## config.mk

```make
export PLATFORM = sky130hd
export DESIGN_NAME = cache_victim_ctrl_flat
export DESIGN_NICKNAME = d
export VERILOG_FILES = /design/src/rtl/cache_repl_pkg.sv /design/src/rtl/cache_victim_ctrl_if.sv /design/src/rtl/cache_victim_ctrl_victim_select.sv /design/src/rtl/cache_victim_ctrl.sv /design/src/flat_wrapper.sv
export SDC_FILE = /design/constraint.sdc
export NUM_CORES = 1
export LEC_CHECK = 0
export CORE_MARGIN = 2
export CORE_UTILIZATION = 41
export DETAILED_ROUTE_END_ITERATION = 8
export GPL_ROUTABILITY_DRIVEN = 1
export HOLD_SLACK_MARGIN = 0.1
export PLACE_DENSITY = 0.95
export SLEW_MARGIN = 5
export SYNTH_ARGS = -nofsm -noshare
export SYNTH_HDL_FRONTEND = slang
export SYNTH_HIERARCHICAL = 1
export SYNTH_SLANG_ARGS = --single-unit
```

## constraint.sdc

```tcl
create_clock -name clock -period 2.9 [get_ports clock]
set_input_delay 0.58 -clock clock [delete_from_list [all_inputs] [get_ports clock]]
set_output_delay 0.58 -clock clock [all_outputs]
set_load 0.01 [all_outputs]
```

## src/rtl/cache_repl_pkg.sv

```systemverilog
// Shared types and helpers for the cache replacement path: the miss FSM state
// encoding, a constant log2, and a fixed-priority vector-to-index encoder.
package cache_repl_pkg;

    typedef enum logic [2:0] {
        ST_IDLE      = 3'd0,
        ST_SELECT    = 3'd1,
        ST_WB_REQ    = 3'd2,
        ST_FILL_REQ  = 3'd3,
        ST_FILL_WAIT = 3'd4,
        ST_UPDATE    = 3'd5
    } state_t;

    // Widest way vector the encoder accepts; callers zero-extend into it.
    localparam int MAX_WAYS = 32;

    function automatic int clog2(input int n);
        int r;
        r = 0;
        while ((1 << r) < n) r++;
        return r;
    endfunction

    // Lowest set bit wins, so a corrupt multi-hot vector still resolves
    // deterministically; an all-zero vector encodes to 0.
    function automatic int unsigned onehot_lsb_to_bin(input logic [MAX_WAYS-1:0] vec);
        int unsigned result;
        result = 0;
        for (int i = MAX_WAYS - 1; i >= 0; i--) begin
            if (vec[i]) result = i;
        end
        return result;
    endfunction

endpackage

```

## src/rtl/cache_victim_ctrl_if.sv

```systemverilog
// Bundle between the miss controller and its environment (miss source, LRU
// block, tag/state arrays, writeback and refill engines).
interface cache_victim_ctrl_if
    import cache_repl_pkg::*;
#(
    parameter int WAYS       = 4,
    parameter int INDEX_BITS = 8,
    parameter int TAG_BITS   = 20,
    parameter int WAY_BITS   = clog2(WAYS)
);

    logic                     miss_valid;
    logic                     miss_ready;
    logic [INDEX_BITS-1:0]    miss_index;
    logic [TAG_BITS-1:0]      miss_tag;

    logic [WAYS-1:0]          way_valid;
    logic [WAYS-1:0]          way_dirty;
    logic [WAYS*TAG_BITS-1:0] way_tags;
    logic [WAYS-1:0]          lru;
    logic [INDEX_BITS-1:0]    current_index;

    logic                     wb_valid;
    logic                     wb_ready;
    logic [WAY_BITS-1:0]      wb_way;
    logic [TAG_BITS-1:0]      wb_tag;

    logic                     fill_valid;
    logic                     fill_ready;
    logic [WAY_BITS-1:0]      fill_way;
    logic [TAG_BITS-1:0]      fill_tag;
    logic                     fill_done;

    logic [WAY_BITS-1:0]      access;
    logic                     access_valid;
    logic                     done;

    // Controller side.
    modport master (
        input  miss_valid, miss_index, miss_tag,
        input  way_valid, way_dirty, way_tags, lru,
        input  wb_ready, fill_ready, fill_done,
        output miss_ready, current_index,
        output wb_valid, wb_way, wb_tag,
        output fill_valid, fill_way, fill_tag,
        output access, access_valid, done
    );

    // Environment side.
    modport slave (
        output miss_valid, miss_index, miss_tag,
        output way_valid, way_dirty, way_tags, lru,
        output wb_ready, fill_ready, fill_done,
        input  miss_ready, current_index,
        input  wb_valid, wb_way, wb_tag,
        input  fill_valid, fill_way, fill_tag,
        input  access, access_valid, done
    );

endinterface

```

## src/rtl/cache_victim_ctrl_victim_select.sv

```systemverilog
// Combinational victim choice for one set: lowest invalid way first, otherwise
// the LRU way; reports the victim's tag and whether it must be written back.
module victim_select
    import cache_repl_pkg::*;
#(
    parameter int WAYS     = 4,
    parameter int TAG_BITS = 20,
    parameter int WAY_BITS = clog2(WAYS)
) (
    input  logic [WAYS-1:0]          way_valid,
    input  logic [WAYS-1:0]          way_dirty,
    input  logic [WAYS-1:0]          lru,
    input  logic [WAYS*TAG_BITS-1:0] way_tags,
    output logic [WAY_BITS-1:0]      victim_way,
    output logic [TAG_BITS-1:0]      victim_tag,
    output logic                     needs_wb
);

    logic [MAX_WAYS-1:0] invalid_ext;
    logic [MAX_WAYS-1:0] lru_ext;

    always_comb begin
        invalid_ext            = '0;
        lru_ext                = '0;
        invalid_ext[WAYS-1:0]  = ~way_valid;
        lru_ext[WAYS-1:0]      = lru;

        // Filling an empty way never evicts live data, so it beats the LRU hint.
        if (|invalid_ext) begin
            victim_way = WAY_BITS'(onehot_lsb_to_bin(invalid_ext));
        end else begin
            victim_way = WAY_BITS'(onehot_lsb_to_bin(lru_ext));
        end

        victim_tag = way_tags[int'(victim_way) * TAG_BITS +: TAG_BITS];
        needs_wb   = way_valid[victim_way] & way_dirty[victim_way];
    end

endmodule

```

## src/rtl/cache_victim_ctrl.sv

```systemverilog
// Miss-handling controller: picks a victim way for the missing set, sequences
// an optional dirty writeback and a refill, then marks the refilled way MRU.
module cache_victim_ctrl
    import cache_repl_pkg::*;
#(
    parameter int WAYS       = 4,
    parameter int INDEX_BITS = 8,
    parameter int TAG_BITS   = 20,
    parameter int WAY_BITS   = clog2(WAYS)
) (
    input  logic                clock,
    input  logic                reset,
    cache_victim_ctrl_if.master bus
);

    state_t                state;
    state_t                next_state;

    logic                  miss_ready_q;
    logic [INDEX_BITS-1:0] index_q;
    logic [TAG_BITS-1:0]   tag_q;
    logic [WAY_BITS-1:0]   victim_way_q;
    logic [TAG_BITS-1:0]   victim_tag_q;
    logic [WAY_BITS-1:0]   access_q;

    logic [WAY_BITS-1:0]   sel_way;
    logic [TAG_BITS-1:0]   sel_tag;
    logic                  sel_wb;
    logic                  accept;

    victim_select #(
        .WAYS     (WAYS),
        .TAG_BITS (TAG_BITS),
        .WAY_BITS (WAY_BITS)
    ) u_victim_select (
        .way_valid  (bus.way_valid),
        .way_dirty  (bus.way_dirty),
        .lru        (bus.lru),
        .way_tags   (bus.way_tags),
        .victim_way (sel_way),
        .victim_tag (sel_tag),
        .needs_wb   (sel_wb)
    );

    assign accept = (state == ST_IDLE) && bus.miss_valid && miss_ready_q;

    always_comb begin
        // NOTE: next_state takes a default before the case so every path assigns it and no latch is inferred.
        next_state = state;
        case (state)
            ST_IDLE:      if (accept)         next_state = ST_SELECT;
            ST_SELECT:    next_state = sel_wb ? ST_WB_REQ : ST_FILL_REQ;
            ST_WB_REQ:    if (bus.wb_ready)   next_state = ST_FILL_REQ;
            ST_FILL_REQ:  if (bus.fill_ready) next_state = ST_FILL_WAIT;
            ST_FILL_WAIT: if (bus.fill_done)  next_state = ST_UPDATE;
            ST_UPDATE:    next_state = ST_IDLE;
            default:      next_state = ST_IDLE;
        endcase
    end

    // miss_ready is a register rather than a decode of ST_IDLE so that it reads
    // 0 while reset is held and rises only on the first edge after release.
    always_ff @(posedge clock or negedge reset) begin
        if (!reset) begin
            state        <= ST_IDLE;
            miss_ready_q <= 1'b0;
            index_q      <= '0;
            tag_q        <= '0;
            victim_way_q <= '0;
            victim_tag_q <= '0;
            access_q     <= '0;
        end else begin
            // NOTE: non-blocking assignments so every register here samples pre-edge values.
            state        <= next_state;
            miss_ready_q <= (next_state == ST_IDLE);

            if (accept) begin
                index_q <= bus.miss_index;
                tag_q   <= bus.miss_tag;
            end

            if (state == ST_SELECT) begin
                victim_way_q <= sel_way;
                victim_tag_q <= sel_tag;
            end

            if ((state == ST_FILL_WAIT) && bus.fill_done) begin
                access_q <= victim_way_q;
            end
        end
    end

    // Strobes decode from state alone, so an async reset drops them at once.
    assign bus.miss_ready    = miss_ready_q;
    assign bus.current_index = index_q;

    assign bus.wb_valid      = (state == ST_WB_REQ);
    assign bus.wb_way        = victim_way_q;
    assign bus.wb_tag        = victim_tag_q;

    assign bus.fill_valid    = (state == ST_FILL_REQ);
    assign bus.fill_way      = victim_way_q;
    assign bus.fill_tag      = tag_q;

    assign bus.access        = access_q;
    assign bus.access_valid  = (state == ST_UPDATE);
    assign bus.done          = (state == ST_UPDATE);

endmodule

```

## src/flat_wrapper.sv

```systemverilog
// flat-port wrapper written by rule: the top's interface ports become plain ports
module cache_victim_ctrl_flat import cache_repl_pkg::*;
#(
    parameter int WAYS       = 4,
    parameter int INDEX_BITS = 8,
    parameter int TAG_BITS   = 20,
    parameter int WAY_BITS   = clog2(WAYS)
)
  (clock, reset, bus_miss_valid, bus_miss_index, bus_miss_tag, bus_way_valid, bus_way_dirty, bus_way_tags, bus_lru, bus_wb_ready, bus_fill_ready, bus_fill_done, bus_miss_ready, bus_current_index, bus_wb_valid, bus_wb_way, bus_wb_tag, bus_fill_valid, bus_fill_way, bus_fill_tag, bus_access, bus_access_valid, bus_done);
  cache_victim_ctrl_if #(.WAYS(WAYS), .INDEX_BITS(INDEX_BITS), .TAG_BITS(TAG_BITS), .WAY_BITS(WAY_BITS)) bus_i ();
  input  logic clock;
  input  logic reset;
  input wire logic [$bits(bus_i.miss_valid)-1:0] bus_miss_valid;
  input wire logic [$bits(bus_i.miss_index)-1:0] bus_miss_index;
  input wire logic [$bits(bus_i.miss_tag)-1:0] bus_miss_tag;
  input wire logic [$bits(bus_i.way_valid)-1:0] bus_way_valid;
  input wire logic [$bits(bus_i.way_dirty)-1:0] bus_way_dirty;
  input wire logic [$bits(bus_i.way_tags)-1:0] bus_way_tags;
  input wire logic [$bits(bus_i.lru)-1:0] bus_lru;
  input wire logic [$bits(bus_i.wb_ready)-1:0] bus_wb_ready;
  input wire logic [$bits(bus_i.fill_ready)-1:0] bus_fill_ready;
  input wire logic [$bits(bus_i.fill_done)-1:0] bus_fill_done;
  output wire logic [$bits(bus_i.miss_ready)-1:0] bus_miss_ready;
  output wire logic [$bits(bus_i.current_index)-1:0] bus_current_index;
  output wire logic [$bits(bus_i.wb_valid)-1:0] bus_wb_valid;
  output wire logic [$bits(bus_i.wb_way)-1:0] bus_wb_way;
  output wire logic [$bits(bus_i.wb_tag)-1:0] bus_wb_tag;
  output wire logic [$bits(bus_i.fill_valid)-1:0] bus_fill_valid;
  output wire logic [$bits(bus_i.fill_way)-1:0] bus_fill_way;
  output wire logic [$bits(bus_i.fill_tag)-1:0] bus_fill_tag;
  output wire logic [$bits(bus_i.access)-1:0] bus_access;
  output wire logic [$bits(bus_i.access_valid)-1:0] bus_access_valid;
  output wire logic [$bits(bus_i.done)-1:0] bus_done;
  assign bus_i.miss_valid = bus_miss_valid;
  assign bus_i.miss_index = bus_miss_index;
  assign bus_i.miss_tag = bus_miss_tag;
  assign bus_i.way_valid = bus_way_valid;
  assign bus_i.way_dirty = bus_way_dirty;
  assign bus_i.way_tags = bus_way_tags;
  assign bus_i.lru = bus_lru;
  assign bus_i.wb_ready = bus_wb_ready;
  assign bus_i.fill_ready = bus_fill_ready;
  assign bus_i.fill_done = bus_fill_done;
  assign bus_miss_ready = bus_i.miss_ready;
  assign bus_current_index = bus_i.current_index;
  assign bus_wb_valid = bus_i.wb_valid;
  assign bus_wb_way = bus_i.wb_way;
  assign bus_wb_tag = bus_i.wb_tag;
  assign bus_fill_valid = bus_i.fill_valid;
  assign bus_fill_way = bus_i.fill_way;
  assign bus_fill_tag = bus_i.fill_tag;
  assign bus_access = bus_i.access;
  assign bus_access_valid = bus_i.access_valid;
  assign bus_done = bus_i.done;
  cache_victim_ctrl #(.WAYS(WAYS), .INDEX_BITS(INDEX_BITS), .TAG_BITS(TAG_BITS), .WAY_BITS(WAY_BITS)) u_core (.clock(clock), .reset(reset), .bus(bus_i));
endmodule
```

* Word-level counts from Yosys, hierarchy flattened
Cells that the tools add are included.
** Storage, ports and cells
- Bits in registers :: 56
- Bits of input ports :: 126
- Logic and storage cells :: 42
** Operators by class
- Multiply operators :: 1
- Order comparisons :: 1
- Equality and inequality tests :: 5
- Shifts and indexed selects :: 1
- Multiplexer cells :: 19
- Bitwise operators :: 2
- Reduce and logical (&&, ||, !) cells :: 6
** Operators with widths (count)
- 80-bit by 8-bit variable part select with 20-bit output :: 1
- 2-bit 2-to-1 mux :: 9
- 3-bit case mux with 5 select lines :: 1
- 3-bit 2-to-1 mux :: 4
- 3-bit by 2-bit == test with 1-bit output, second input constant :: 2
- 3-bit == test, second input constant :: 2
- 3-bit zero test :: 2
- 2-bit by 3-bit multiplier with 5-bit output, second input constant :: 1
- 1-bit binary-select mux with 2-bit select :: 2
- 4-bit inverter :: 1
- 4-bit OR reduction :: 1
- 3-bit by 1-bit == test with 1-bit output, second input constant :: 1
- 1-bit logical AND :: 3
- 2-bit by 3-bit less-than comparator with 1-bit output, second input constant :: 1
- 1-bit 2-to-1 mux :: 3
- 1-bit AND :: 1

* Depth between registers and ports, before layout
- Depth after elaboration :: 12
- Depth in mapped cells :: 8

* Modules after synthesis
Netlist, hierarchy kept.
** Modules (own cells, without submodules)
- cache_victim_ctrl :: instances 1, cells an instance 139, area an instance 2336.0 um2
- victim_select :: instances 1, cells an instance 82, area an instance 745.7 um2

* Least setup slack after synthesis
No wires, ideal clock.
- Path kind :: input to register
- From :: in bus_lru[1]
- To :: reg u_core.victim_tag_q[10], in the netlist u_core/bus.wb_tag[10]
- Data arrival time :: 1.721 ns
- Setup slack :: 1.054 ns
- Cell stages on the path :: 8
- Path through :: nor2_1 o21ai_1 o21ai_1 buf_4 clkbuf_4 mux2i_1 mux2i_1 mux2_2
** On the way
- Cells in the longest elaborated chain, start to end :: 5
** RTL lines
- start, declared :: line flat_wrapper.sv:19 : input wire logic [$bits(bus_i.lru)-1:0] bus_lru;
- 2-bit 2-to-1 mux (2 in series) :: line cache_repl_pkg.sv:30 : if (vec[i]) result = i;
- 2-bit 2-to-1 mux :: line cache_victim_ctrl_victim_select.sv:29 : if (|invalid_ext) begin
- 2-bit by 3-bit multiplier with 5-bit output :: line cache_victim_ctrl_victim_select.sv:35 : victim_tag = way_tags[int'(victim_way) * TAG_BITS +: TAG_BITS];
- 80-bit by 8-bit variable part select with 20-bit output :: line cache_victim_ctrl_victim_select.sv:35
- net u_core.sel_tag[10] :: line cache_victim_ctrl.sv:27 : logic [TAG_BITS-1:0] sel_tag;
- end signal, assigned :: line cache_victim_ctrl.sv:84 : victim_tag_q <= sel_tag;
- end, declared :: line cache_victim_ctrl.sv:23 : logic [TAG_BITS-1:0] victim_tag_q;
The timed path passes the listed nets, and every way through them passes these cells.
A chain may end at the register's enable or synchronous reset.

* Worst setup path in the final report
- From :: in bus_way_valid[1]
- To :: reg u_core.state[0]
** On the way
- Cells in the longest elaborated chain, start to end :: 9
- Elaborated cells between the ends (all ways) :: 12
- Classes of those cells :: mux: 9; bitwise: 2; reduce/logical: 1
** RTL lines
- start, declared :: line flat_wrapper.sv:16 : input wire logic [$bits(bus_i.way_valid)-1:0] bus_way_valid;
- 4-bit inverter (*) :: line cache_victim_ctrl_victim_select.sv:25 : invalid_ext[WAYS-1:0] = ~way_valid;
- 2-bit 2-to-1 mux (2 in series) :: line cache_repl_pkg.sv:30
- 2-bit 2-to-1 mux (*) :: line cache_victim_ctrl_victim_select.sv:29
- net u_core.sel_way[1] :: line cache_victim_ctrl.sv:26 : logic [WAY_BITS-1:0] sel_way;
- 1-bit binary-select mux with 2-bit select :: line cache_victim_ctrl_victim_select.sv:36 : needs_wb = way_valid[victim_way] & way_dirty[victim_way];
- 1-bit 2-to-1 mux (not written as such) :: line cache_victim_ctrl_victim_select.sv:36
- 1-bit AND (*) :: line cache_victim_ctrl_victim_select.sv:36
- net u_core.sel_wb :: line cache_victim_ctrl.sv:28 : logic sel_wb;
- 1-bit 2-to-1 mux (*) :: line cache_victim_ctrl.sv:52 : ST_SELECT: next_state = sel_wb ? ST_WB_REQ : ST_FILL_REQ;
- 3-bit case mux with 5 select lines (*) :: line cache_victim_ctrl.sv:50 : case (state)
- net u_core.next_state[0] :: line cache_victim_ctrl.sv:17 : state_t next_state;
- end signal, assigned :: line cache_victim_ctrl.sv:74 : state <= next_state;
- end, declared :: line cache_victim_ctrl.sv:16 : state_t state;
The timed path passes the listed nets; every way through them passes the cells marked *. The select of a mux whose other input is x is not followed.

==> reports/metrics.cfg <==
[outcome]
status=complete, no violations

[synthesis]
synth-seq-cells=56
syn_area_per_cell_um2=13.9
synthTopCellsByCount=mux2i_1, dfrtp_1, mux2_4
synth-edff-count=0
syn-num-nets=347
synth_top_cell_area_share=0.455
synthArstFlopShare=1.00
ys_types=29
synth-seq-area-share=0.455
yosysTopAreaCell=dfrtp_1
yosys_warnings=6
synth_area_leaders=dfrtp_1, mux2i_1, mux2_4
synthCells=221
synthFlopType=dfrtp_1
syn-cell-area_um2=3080
yosysMostFrequentCell=mux2i_1

[clock_network]
clkSinkCount=56
htreeDepth=2
cts-root-buf=clkbuf_8
postCtsHoldBufs=0
cts.repair.resized=0
cts_tree=done
clk_pin_slew_ns=0.10
cts_made_buffers=5
postCtsSetupBuffers=0
cts.path.max_buffers=2
clock_latency_ns=0.31

[die]
core.rowCount=31
die_w_um=90.7
start_util=0.425
core_region_area_um2=7250
dieArea_um2=8230
io_pins=185
die_height_um=90.7

[grt]
grt_pass1_vias=2621
track_usage=0.197
grt_pass1_wl_mm=13.1
grt.overflow.total=0
antenna_found_initial=0
grt_max_degree=42

[power_and_ir_drop]
p_sw_mw=1.25
internal-power_mw=2.73
p_comb_frac=0.532
total_power_mw=3.98
peakVddDrop_mv=0.515
p_clk_frac=0.109
pwr-share-seq=0.359
powerDensity_nw_per_um2=786
switching_share=0.314
p_leak_nw=2.17

[sta]
slew_viol_final=0
slew-limit-headroom=0.378
period_share=0.866
setup_viol=0
period_needed_ns=2.51
whs_ns=0.320
worst_pin_slew_ns=0.934
max_freq_ghz=0.398
tns_ns=0
finClkSkew_ns=0.00656
hold_viol=0
rsz0062_at_grt=false
fin_ws_ns=0.388

[setup_path]
crit_required_ns=3.07
crit_arrival_ns=2.68
end_kind=flip-flop
crit_type=primary input to flip-flop
crit_fanout=4
start_kind=primary input

[final_layout]
regArea_um2=1400
fin_cells=499
postLayoutCoreUtil=0.698
fillers=514
fin_nets=525
multiInputGateArea_um2=1560
num_antenna_cells=0
drive_gt1_frac=0.178
final_area_um2=5060
area_growth_pct=64.3

[detailed_routing]
wl_per_cell_um=16.5
dr.first_iter.drc_count=45
drcViolationCount=0
finalWirelength_mm=8.22
dr_total_vias=2436
drtAntennaViolNets=0
via_per_inst=4.88
dr.pass1.iters=4

[placement]
io_buffers=184
dpl-instance-area_um2=4970
placed_cells=491
dp_hpwl_mm=6.45
place_ws_ns=0.118
gp_congestion=0.763

[hold_path]
hold_path.class=primary input to asynchronous set/reset pin

[run]
drv_cap=0

kinds of logic after synthesis:
group,share of synthesized area
AND/OR/NAND/NOR,0.0459
XOR/XNOR,0.00284
buffers and inverters,0.0463
flip-flops,0.455
AO/OA/AOI/OAI,0.0244
multiplexers,0.426
state kept, by name, indices dropped and copies added, names as in the netlist:
name                      cells
u_core/bus.fill_tag          20
u_core/bus.miss_ready         1
u_core/bus.current_index      8
u_core/bus.fill_way           2
u_core/bus.access             2
u_core/state                  3
u_core/bus.wb_tag            20
worst paths after layout:
check                                startpoint                 endpoint  slack (ns)  cells after the start
max                            bus_way_valid[1]          u_core/state[0]        0.39                      7
max reg2reg                     u_core/state[1]  u_core/bus.fill_tag[16]        0.95                      3
max in group asynchronous                 reset     u_core/bus.wb_tag[0]        1.88                      2
min reg2reg                u_core/bus.wb_tag[0]     u_core/bus.wb_tag[0]        0.51                      1
min in group clock         u_core/bus.wb_tag[0]     u_core/bus.wb_tag[0]        0.51                      1
min                                       reset   u_core/bus.fill_tag[0]        0.32                      1
per-layer routing:
metal  track usage  vias up  wire length, µm
li1              -     1150                -
met1         0.225     1162             3150
met2         0.364      115             4320
met3        0.0526        9              651
met4        0.0500        0               95
met5             0        -                0
critical path, stage by stage:
cell	delay, ns
clkdlybuf4s50_1	0.57
nand2_1	0.17
o21ai_4	0.25
a211oi_1	0.12
a2111oi_1	0.64
mux2_2	0.28
o211ai_1	0.08
layout make-up:
class	instances	area share
Tap cell	99	0.0245
Timing Repair Buffer	187	0.370
Sequential cell	56	0.277
Inverter	3	0.00222
Multi-Input combinational cell	146	0.309
Clock buffer	5	0.0136
Clock inverter	3	0.00445
power by group through the flow:
stage                     Sequential [mW]  Clock (mW)  Combinational [mW]
after floorplan                      1.57           0               0.890
after global routing                 1.49       0.483                2.23
after global placement               1.42           0                2.08
after CTS                            1.44       0.450                2.14
final                                1.43       0.435                2.12
after detailed placement             1.44           0                2.13
layout by cell type, fill, tap and decap left out, types with 2 or more instances in the layout:
cell and instances:
nor2_4 2, nor2_1 4, mux2i_1 61, clkdlybuf4s50_1 183
inv_1 3, mux2_2 25, nor3_1 2, clkbuf_8 5
dfrtp_1 56, nand2_1 4, o21ai_0 2, mux2_4 28
and3b_1 2, buf_4 2
Note: power is estimated with default switching activity, not from simulation.
